$ cat src/rtl/ow_sensor_scheduler.sv
// Round-robin DS18B20 poller: drives a 1-Wire byte engine through match-ROM,
// convert, wait, read-scratchpad and CRC check, then reports one result per sensor.
module ow_sensor_scheduler #(
  parameter int N_SENSORS   = 4,
  parameter int CONV_CYCLES = 37_500_000,
  parameter int IDX_W       = 3
) (
  input  logic                     local_clk,
  input  logic                     local_rst_n,
  input  logic                     enable,
  input  logic [64*N_SENSORS-1:0]  rom_codes,
  output logic [1:0]               op_code,
  output logic                     op_valid,
  input  logic                     op_ready,
  output logic [7:0]               op_wdata,
  input  logic                     op_done,
  input  logic [7:0]               op_rdata,
  input  logic                     op_presence,
  output logic [15:0]              temp_data,
  output logic [IDX_W-1:0]         temp_idx,
  output logic                     temp_valid,
  output logic                     temp_err,
  output logic                     busy
);

  localparam int CNT_W = $clog2(CONV_CYCLES + 1);
  localparam int OFF_W = $clog2(64 * N_SENSORS);

  localparam logic [1:0] OP_RESET = 2'd0;
  localparam logic [1:0] OP_WRITE = 2'd1;
  localparam logic [1:0] OP_READ  = 2'd2;

  typedef enum logic [3:0] {
    S_IDLE, S_RST1, S_MATCH1, S_ROM1, S_CONV, S_WAIT, S_RST2,
    S_MATCH2, S_ROM2, S_RDCMD, S_READ, S_CHECK, S_NEXT
  } state_t;

  state_t            r_state, w_next;
  logic [IDX_W-1:0]  r_idx;
  logic [CNT_W-1:0]  r_cnt;
  logic [3:0]        r_byte;
  logic [7:0]        r_crc, r_b0, r_b1;
  logic              r_err;
  logic              r_out;
  logic              r_op_valid;
  logic [1:0]        r_op_code;
  logic [7:0]        r_op_wdata;

  logic              w_done, w_last, w_step, w_op_req, w_issue;
  logic [1:0]        w_code;
  logic [7:0]        w_wdata, w_rom_byte;
  logic [OFF_W-1:0]  w_rom_off;

  function automatic logic [7:0] crc8_byte(input logic [7:0] crc, input logic [7:0] d);
    logic [7:0] c;
    // NOTE: blocking '=' is correct inside functions and always_comb; only
    // clocked state uses '<='.
    c = crc;
    for (int i = 0; i < 8; i++) c = (c >> 1) ^ ((c[0] ^ d[i]) ? 8'h8C : 8'h00);
    return c;
  endfunction

  // Only a completion for an accepted request counts; strays are dropped here.
  assign w_done     = op_done & r_out;
  assign w_step     = w_done & w_last;
  assign w_issue    = w_op_req & ~r_op_valid & ~r_out;
  assign w_rom_off  = OFF_W'({r_idx, r_byte[2:0], 3'b000});
  assign w_rom_byte = rom_codes[w_rom_off +: 8];

  always_comb begin
    w_last = 1'b1;
    case (r_state)
      S_ROM1, S_ROM2: w_last = (r_byte == 4'd7);
      S_READ:         w_last = (r_byte == 4'd8);
      default:        w_last = 1'b1;
    endcase
  end

  always_ff @(posedge local_clk or negedge local_rst_n) begin
    if (!local_rst_n) r_state <= S_IDLE;
    else              r_state <= w_next;
  end

  always_comb begin
    // NOTE: default every always_comb output first so no path infers a latch.
    w_next = r_state;
    case (r_state)
      S_IDLE:   if (enable) w_next = S_RST1;
      S_RST1:   if (w_done) w_next = op_presence ? S_MATCH1 : S_CHECK;
      S_MATCH1: if (w_step) w_next = S_ROM1;
      S_ROM1:   if (w_step) w_next = S_CONV;
      S_CONV:   if (w_step) w_next = S_WAIT;
      S_WAIT:   if (r_cnt == CNT_W'(CONV_CYCLES - 1)) w_next = S_RST2;
      S_RST2:   if (w_done) w_next = op_presence ? S_MATCH2 : S_CHECK;
      S_MATCH2: if (w_step) w_next = S_ROM2;
      S_ROM2:   if (w_step) w_next = S_RDCMD;
      S_RDCMD:  if (w_step) w_next = S_READ;
      S_READ:   if (w_step) w_next = S_CHECK;
      S_CHECK:  w_next = S_NEXT;
      S_NEXT:   w_next = enable ? S_RST1 : S_IDLE;
      default:  w_next = S_IDLE;
    endcase
  end

  always_comb begin
    w_op_req   = 1'b0;
    w_code     = OP_RESET;
    w_wdata    = 8'h00;
    busy       = (r_state != S_IDLE);
    temp_valid = (r_state == S_CHECK);
    temp_err   = 1'b0;
    temp_idx   = '0;
    temp_data  = 16'h0000;
    case (r_state)
      S_RST1, S_RST2:     w_op_req = 1'b1;
      S_MATCH1, S_MATCH2: begin w_op_req = 1'b1; w_code = OP_WRITE; w_wdata = 8'h55; end
      S_ROM1, S_ROM2:     begin w_op_req = 1'b1; w_code = OP_WRITE; w_wdata = w_rom_byte; end
      S_CONV:             begin w_op_req = 1'b1; w_code = OP_WRITE; w_wdata = 8'h44; end
      S_RDCMD:            begin w_op_req = 1'b1; w_code = OP_WRITE; w_wdata = 8'hBE; end
      S_READ:             begin w_op_req = 1'b1; w_code = OP_READ; end
      S_CHECK: begin
        temp_err  = r_err;
        temp_idx  = r_idx;
        temp_data = r_err ? 16'h0000 : {r_b1, r_b0};
      end
      default: ;
    endcase
  end

  assign op_valid = r_op_valid;
  assign op_code  = r_op_code;
  assign op_wdata = r_op_wdata;

  always_ff @(posedge local_clk or negedge local_rst_n) begin
    if (!local_rst_n) begin
      r_idx      <= '0;
      r_cnt      <= '0;
      r_byte     <= '0;
      r_crc      <= '0;
      r_b0       <= '0;
      r_b1       <= '0;
      r_err      <= 1'b0;
      r_out      <= 1'b0;
      r_op_valid <= 1'b0;
      r_op_code  <= OP_RESET;
      r_op_wdata <= '0;
    end else begin
      if (w_issue) begin
        r_op_valid <= 1'b1;
        r_op_code  <= w_code;
        r_op_wdata <= w_wdata;
      end else if (r_op_valid && op_ready) begin
        r_op_valid <= 1'b0;
        r_out      <= 1'b1;
      end
      if (w_done) begin
        r_out  <= 1'b0;
        r_byte <= w_last ? 4'd0 : r_byte + 4'd1;
      end

      r_cnt <= (r_state == S_WAIT && w_next == S_WAIT) ? r_cnt + 1'b1 : '0;

      if ((r_state == S_RST1 || r_state == S_RST2) && w_done && !op_presence)
        r_err <= 1'b1;

      if (r_state == S_READ && w_done) begin
        if (r_byte == 4'd0) r_b0 <= op_rdata;
        if (r_byte == 4'd1) r_b1 <= op_rdata;
        if (r_byte < 4'd8)  r_crc <= crc8_byte(r_crc, op_rdata);
        else if (op_rdata != r_crc) r_err <= 1'b1;
      end

      if (r_state == S_NEXT) begin
        r_idx <= (r_idx == IDX_W'(N_SENSORS - 1)) ? '0 : r_idx + 1'b1;
        r_err <= 1'b0;
        r_crc <= '0;
        r_b0  <= '0;
        r_b1  <= '0;
      end
    end
  end

endmodule

$ cat config.mk
export PLATFORM = sky130hd
export DESIGN_NAME = ow_sensor_scheduler
export DESIGN_NICKNAME = d
export VERILOG_FILES = /design/src/rtl/ow_sensor_scheduler.sv
export SDC_FILE = /design/constraint.sdc
export NUM_CORES = 1
export LEC_CHECK = 0
export CELL_PAD_IN_SITES_DETAIL_PLACEMENT = 1
export CELL_PAD_IN_SITES_GLOBAL_PLACEMENT = 1
export CORE_UTILIZATION = 33
export CTS_BUF_LIST = sky130_fd_sc_hd__clkbuf_2
export CTS_CLUSTER_DIAMETER = 100
export DETAILED_ROUTE_END_ITERATION = 10
export GPL_TIMING_DRIVEN = 0
export PLACE_DENSITY_LB_ADDON = 0.1
export SYNTH_ARGS = -nofsm -noshare
export SYNTH_HDL_FRONTEND = slang
export SYNTH_SLANG_ARGS = --single-unit
$ cat constraint.sdc
create_clock -name local_clk -period 4.4 [get_ports local_clk]
set_input_delay 0.66 -clock local_clk [delete_from_list [all_inputs] [get_ports local_clk]]
set_output_delay 0.66 -clock local_clk [all_outputs]
set_load 0.02 [all_outputs]
==> results.md <==
- The number of DRC violations after detailed-routing iteration 0 is 284.
- Cell internal power was estimated by the tool at 2.32 mW.
- Summing all placed instances gives a cell area of approximately 9400 um^2.
- For the pin with the worst max-slew slack, the measured transition is 0.990 ns.
- The area growth from synthesis to layout is 57.4%.
- The first TritonRoute pass finished after 4 iterations.
- The via count of the first global-routing pass came to a little under 7000.
- The endpoint type of the worst setup path is a primary output.
- The initial antenna violation count was 1.
- STA puts the critical path data arrival time at roughly 3.5 ns.
- The total track usage is 0.274.
- The first global-routing pass estimated 38100 um of wire.
- For this run, asynchronously set or reset flops after synthesis account for 1.00.
- For the worst flop-to-flop path, the logic depth is 13.
- Setup repair after global routing left no endpoint under its margin.
- The run finished with clean final reports.
- The cell area that synthesis handed to floorplanning was 6070 um^2.
- The total number of vias is between 6000 and 7000.
- The count of yosys warnings during synthesis is 0.
- The root buffer selected by CTS is sky130_fd_sc_hd__clkbuf_2.
- Summing all non-filler instances in the final layout gives an area of 9560 um^2.
- The count of final hold-check violations was 0.
- The die is 138 um tall.
- The type of element launching the critical path is a flip-flop.
- The peak per-stage delay on the critical path is 0.86 ns.
- Before CTS, the worst setup slack after placement is between 0.8 and 0.9 ns.
- In this run the critical register-to-register path is captured at r_state[0]$_DFF_PN0_.
- The static leakage is 3.50 nW.
- The share of total power dissipated in the clock network is 0.125.
- The share of layout cells above drive strength 1 is 0.0942.
- The per-cell routed wire length is between 20 and 25 um.
- The post-detailed-routing wire length is 26400 um.
- The post-layout net count is 1205.
- The congestion estimate from routability-driven global placement came to 0.901.
- The clock passes through at most 2 buffers.
- After clock tree synthesis, the repair step resized 0 gates.
- Timing would allow up to between 200 and 250 MHz.
- The share of total power dissipated in combinational logic is 0.642.
- The die outline width is 138 um.
- The core box area is 18000 um^2.
- The most numerous cell type found on the critical path is sky130_fd_sc_hd__clkbuf_1.
- The CTS tree is done.
- The final period demand of the worst path is 4.15 ns.
- The later pin in the worst-skew pair is clocked with a latency of 0.57 ns.
- Setup slack on the worst reg-to-reg path comes out at ~1.2 ns.
- The worst hold path belongs to the class input port to asynchronous set/reset pin.
- The total CTS buffers is 9.
- The post-route DRC violation count is 0.
- The number of filler instances in the final layout is 2039.
- The fraction of power spent switching nets is 0.423.
- The setup skew after layout is 0.0380 ns.
- The number of nets handed over by synthesis was 891.
- Using the TritonRoute via totals, the vias-per-cell ratio works out to 5.56.
- The most common flop cell mapped by yosys is sky130_fd_sc_hd__dfrtp_1.
- The share of the yosys chip area belonging to registers is 0.305.
- The setup fix buffers added after clock tree synthesis is 0.
- sky130_fd_sc_hd__dfrtp_1 takes more of the synthesized area than any other cell.
- Walking the worst path, the cells encountered are clkbuf_1 > nand2_1 > nor3_1 > clkbuf_1 > and2_1 > clkdlybuf4s50_1.
- The final critical-path share of the clock period is 0.944.
- The total clock sinks is 74.
- The post-layout worst setup margin is 0.245 ns.
- The clock-pin slew on the worst setup and hold paths is about 0.23 ns.
- The pin count of the biggest net entering global routing is 39.
- The worst-path maximum fanout is 10.
- VDD sags by at most 196 uV.
- After floorplanning, the core was divided into 49 placement rows.
- The total net switching power is 1.70 mW.
- Synthesis inferred 74 register bits.
- The synthesized instance count is 616.
- Across the run, the number of max-cap violations was 0.
- The share of total power in sequential cells is 0.234.
- The H-tree was split into 3 levels.
- The relative slew slack is 0.335.
- The final total negative setup slack is 0 ns.
- After synthesis, the netlist uses 55 different library cells.
- The critical register-to-register path startpoint is r_byte[0]$_DFFE_PN0P_.
- Port buffering added 302 buffers.
- The die covers 18900 um^2.
- The count of boundary I/O pins is just over 300.
- The average cell area after synthesis is 9.86 um^2.
- By area the synthesized netlist is led by sky130_fd_sc_hd__dfrtp_1 (31%), sky130_fd_sc_hd__mux4_2 (17%), sky130_fd_sc_hd__mux2i_1 (7.9%).
- The hold buffer count at CTS is 0.
- Yosys mapped a number of flops with a built-in enable equal to 0.
- The final max-slew violation count was 0.
- After global routing the overflow that remains totals 0.
- The remaining antenna violation count is 0.
- Detailed placement finished with a half-perimeter wire length of 22100 um.
- The starting utilization of the core area is 0.337.
- The cell type of the slowest stage on the worst timing path is sky130_fd_sc_hd__nor3_1.
- The required time of the critical path is 3.74 ns.
- Of the post-synthesis cell area, the dominant cell type holds 0.305.
- The kind of critical path is flip-flop to primary output.
- Setup violations remaining at the end of the flow were counted as 0.
- The power density over the cells is 421 nW/um^2.
## synth_stat cells (all sizes together), types with 21 or more instances
cell,n
nand3,37
o221ai,22
buf,21
dfrtp,74
mux4,47
nand2,51
and2,23
nor2,49
xnor2,22
xor2,23
a21oi,28
mux2i,48
clkbuf,27
## routing by layer
metal / GRT usage / vias to the layer above / wire length, um
met2: 0.464 / 232 / 13200
met4: 0.100 / 0 / 710
met5: 0 / - / 0
li1: - / 2952 / -
met3: 0.0390 / 41 / 1300
met1: 0.353 / 3263 / 11200
## how the worst max path moves through the flow
stage	from	to	slack [ns]	depth (start not counted)
finish	r_state[0]$_DFF_PN0_	temp_data[11]	0.25	6
global route	r_state[0]$_DFF_PN0_	temp_data[7]	0.01	6
CTS	r_state[0]$_DFF_PN0_	temp_data[11]	0.21	6
detailed placement	r_state[0]$_DFF_PN0_	temp_data[11]	0.85	6
global placement	local_rst_n	op_wdata[1]$_DFFE_PN0P_	0.01	1
floorplan	r_byte[0]$_DFFE_PN0P_	r_state[0]$_DFF_PN0_	1.87	13
## cell type report
class / count / area [um^2] / share of cell area
Tap cell: 229 / 287 / 0.0300
Timing Repair Buffer: 303 / 3040 / 0.318
Inverter: 13 / 48.8 / 0.00511
Multi-Input combinational cell: 481 / 3910 / 0.409
Buffer: 48 / 264 / 0.0276
Sequential cell: 74 / 1850 / 0.194
Clock buffer: 9 / 45.0 / 0.00471
Antenna cell: 3 / 7.51 / 0.000786
Clock inverter: 6 / 106 / 0.0111
## logic make-up (layout without fill, tap and decap cells)
group	after synthesis	count (layout)	share of synthesized area
adders and majority gates	5	5	0.0103
xor gates and xnor gates	45	45	0.0649
other	0	3	0
muxes	97	97	0.257
buffers and inverters	61	379	0.0515
DFF	74	74	0.305
AOI/OAI and AO/OA	120	120	0.134
and+or+nand+nor	214	214	0.177
## critical path, delay by kind of cell (launching register included)
kind	cells	cell delay, ns
simple gates	3	1.32
flops	1	0.37
buf+inv	3	1.24
## cells in the final DEF, fill, tap and decap left out, types with 14 or more instances in the layout
| cell type | Yosys | final |
|---|---|---|
| sky130_fd_sc_hd__clkdlybuf4s50_1 | 0 | 301 |
| sky130_fd_sc_hd__dfrtp_1 | 74 | 74 |
| sky130_fd_sc_hd__nand2_1 | 50 | 50 |
| sky130_fd_sc_hd__nor2_1 | 48 | 48 |
| sky130_fd_sc_hd__mux2i_1 | 48 | 48 |
| sky130_fd_sc_hd__mux4_2 | 47 | 47 |
| sky130_fd_sc_hd__nand3_1 | 37 | 37 |
| sky130_fd_sc_hd__a21oi_1 | 28 | 28 |
| sky130_fd_sc_hd__clkbuf_1 | 27 | 27 |
| sky130_fd_sc_hd__and2_1 | 23 | 23 |
| sky130_fd_sc_hd__xor2_1 | 23 | 23 |
| sky130_fd_sc_hd__xnor2_1 | 22 | 22 |
| sky130_fd_sc_hd__o221ai_1 | 22 | 22 |
| sky130_fd_sc_hd__o21ai_0 | 20 | 20 |
| sky130_fd_sc_hd__a211oi_1 | 14 | 14 |
## power by group through the flow
stage / combinational, mW / clock, mW / sequential (mW)
after floorplan: 1.66 / 0 / 0.973
final: 2.58 / 0.501 / 0.940
after global placement: 2.53 / 0 / 0.949
after CTS: 2.59 / 0.505 / 0.940
after detailed placement: 2.58 / 0 / 0.954
after global routing: 2.79 / 0.526 / 0.958
## per-stage QoR
| step | utilization | hold WS [ns] | std cells | total power [mW] |
|---|---|---|---|---|
| after floorplan | - | 0.364 | 616 | 2.63 |
| after global placement | 0.520 | 0.481 | 1147 | 3.48 |
| after detailed placement | 0.521 | 0.490 | 1148 | 3.53 |
| after CTS | 0.530 | 0.0438 | 1163 | 4.04 |
| after global routing | 0.530 | 0.0447 | 1164 | 4.27 |
| final | 0.530 | 0.0369 | 1166 | 4.03 |
## registers in the layout (all words and copies together), names as in the netlist, 3 cells and up
name      flops
r_cnt        26
op_wdata      8
r_b0          8
r_b1          8
r_crc         8
r_byte        4
r_state       4
r_idx         3
Note: power is estimated with default switching activity, not from simulation.
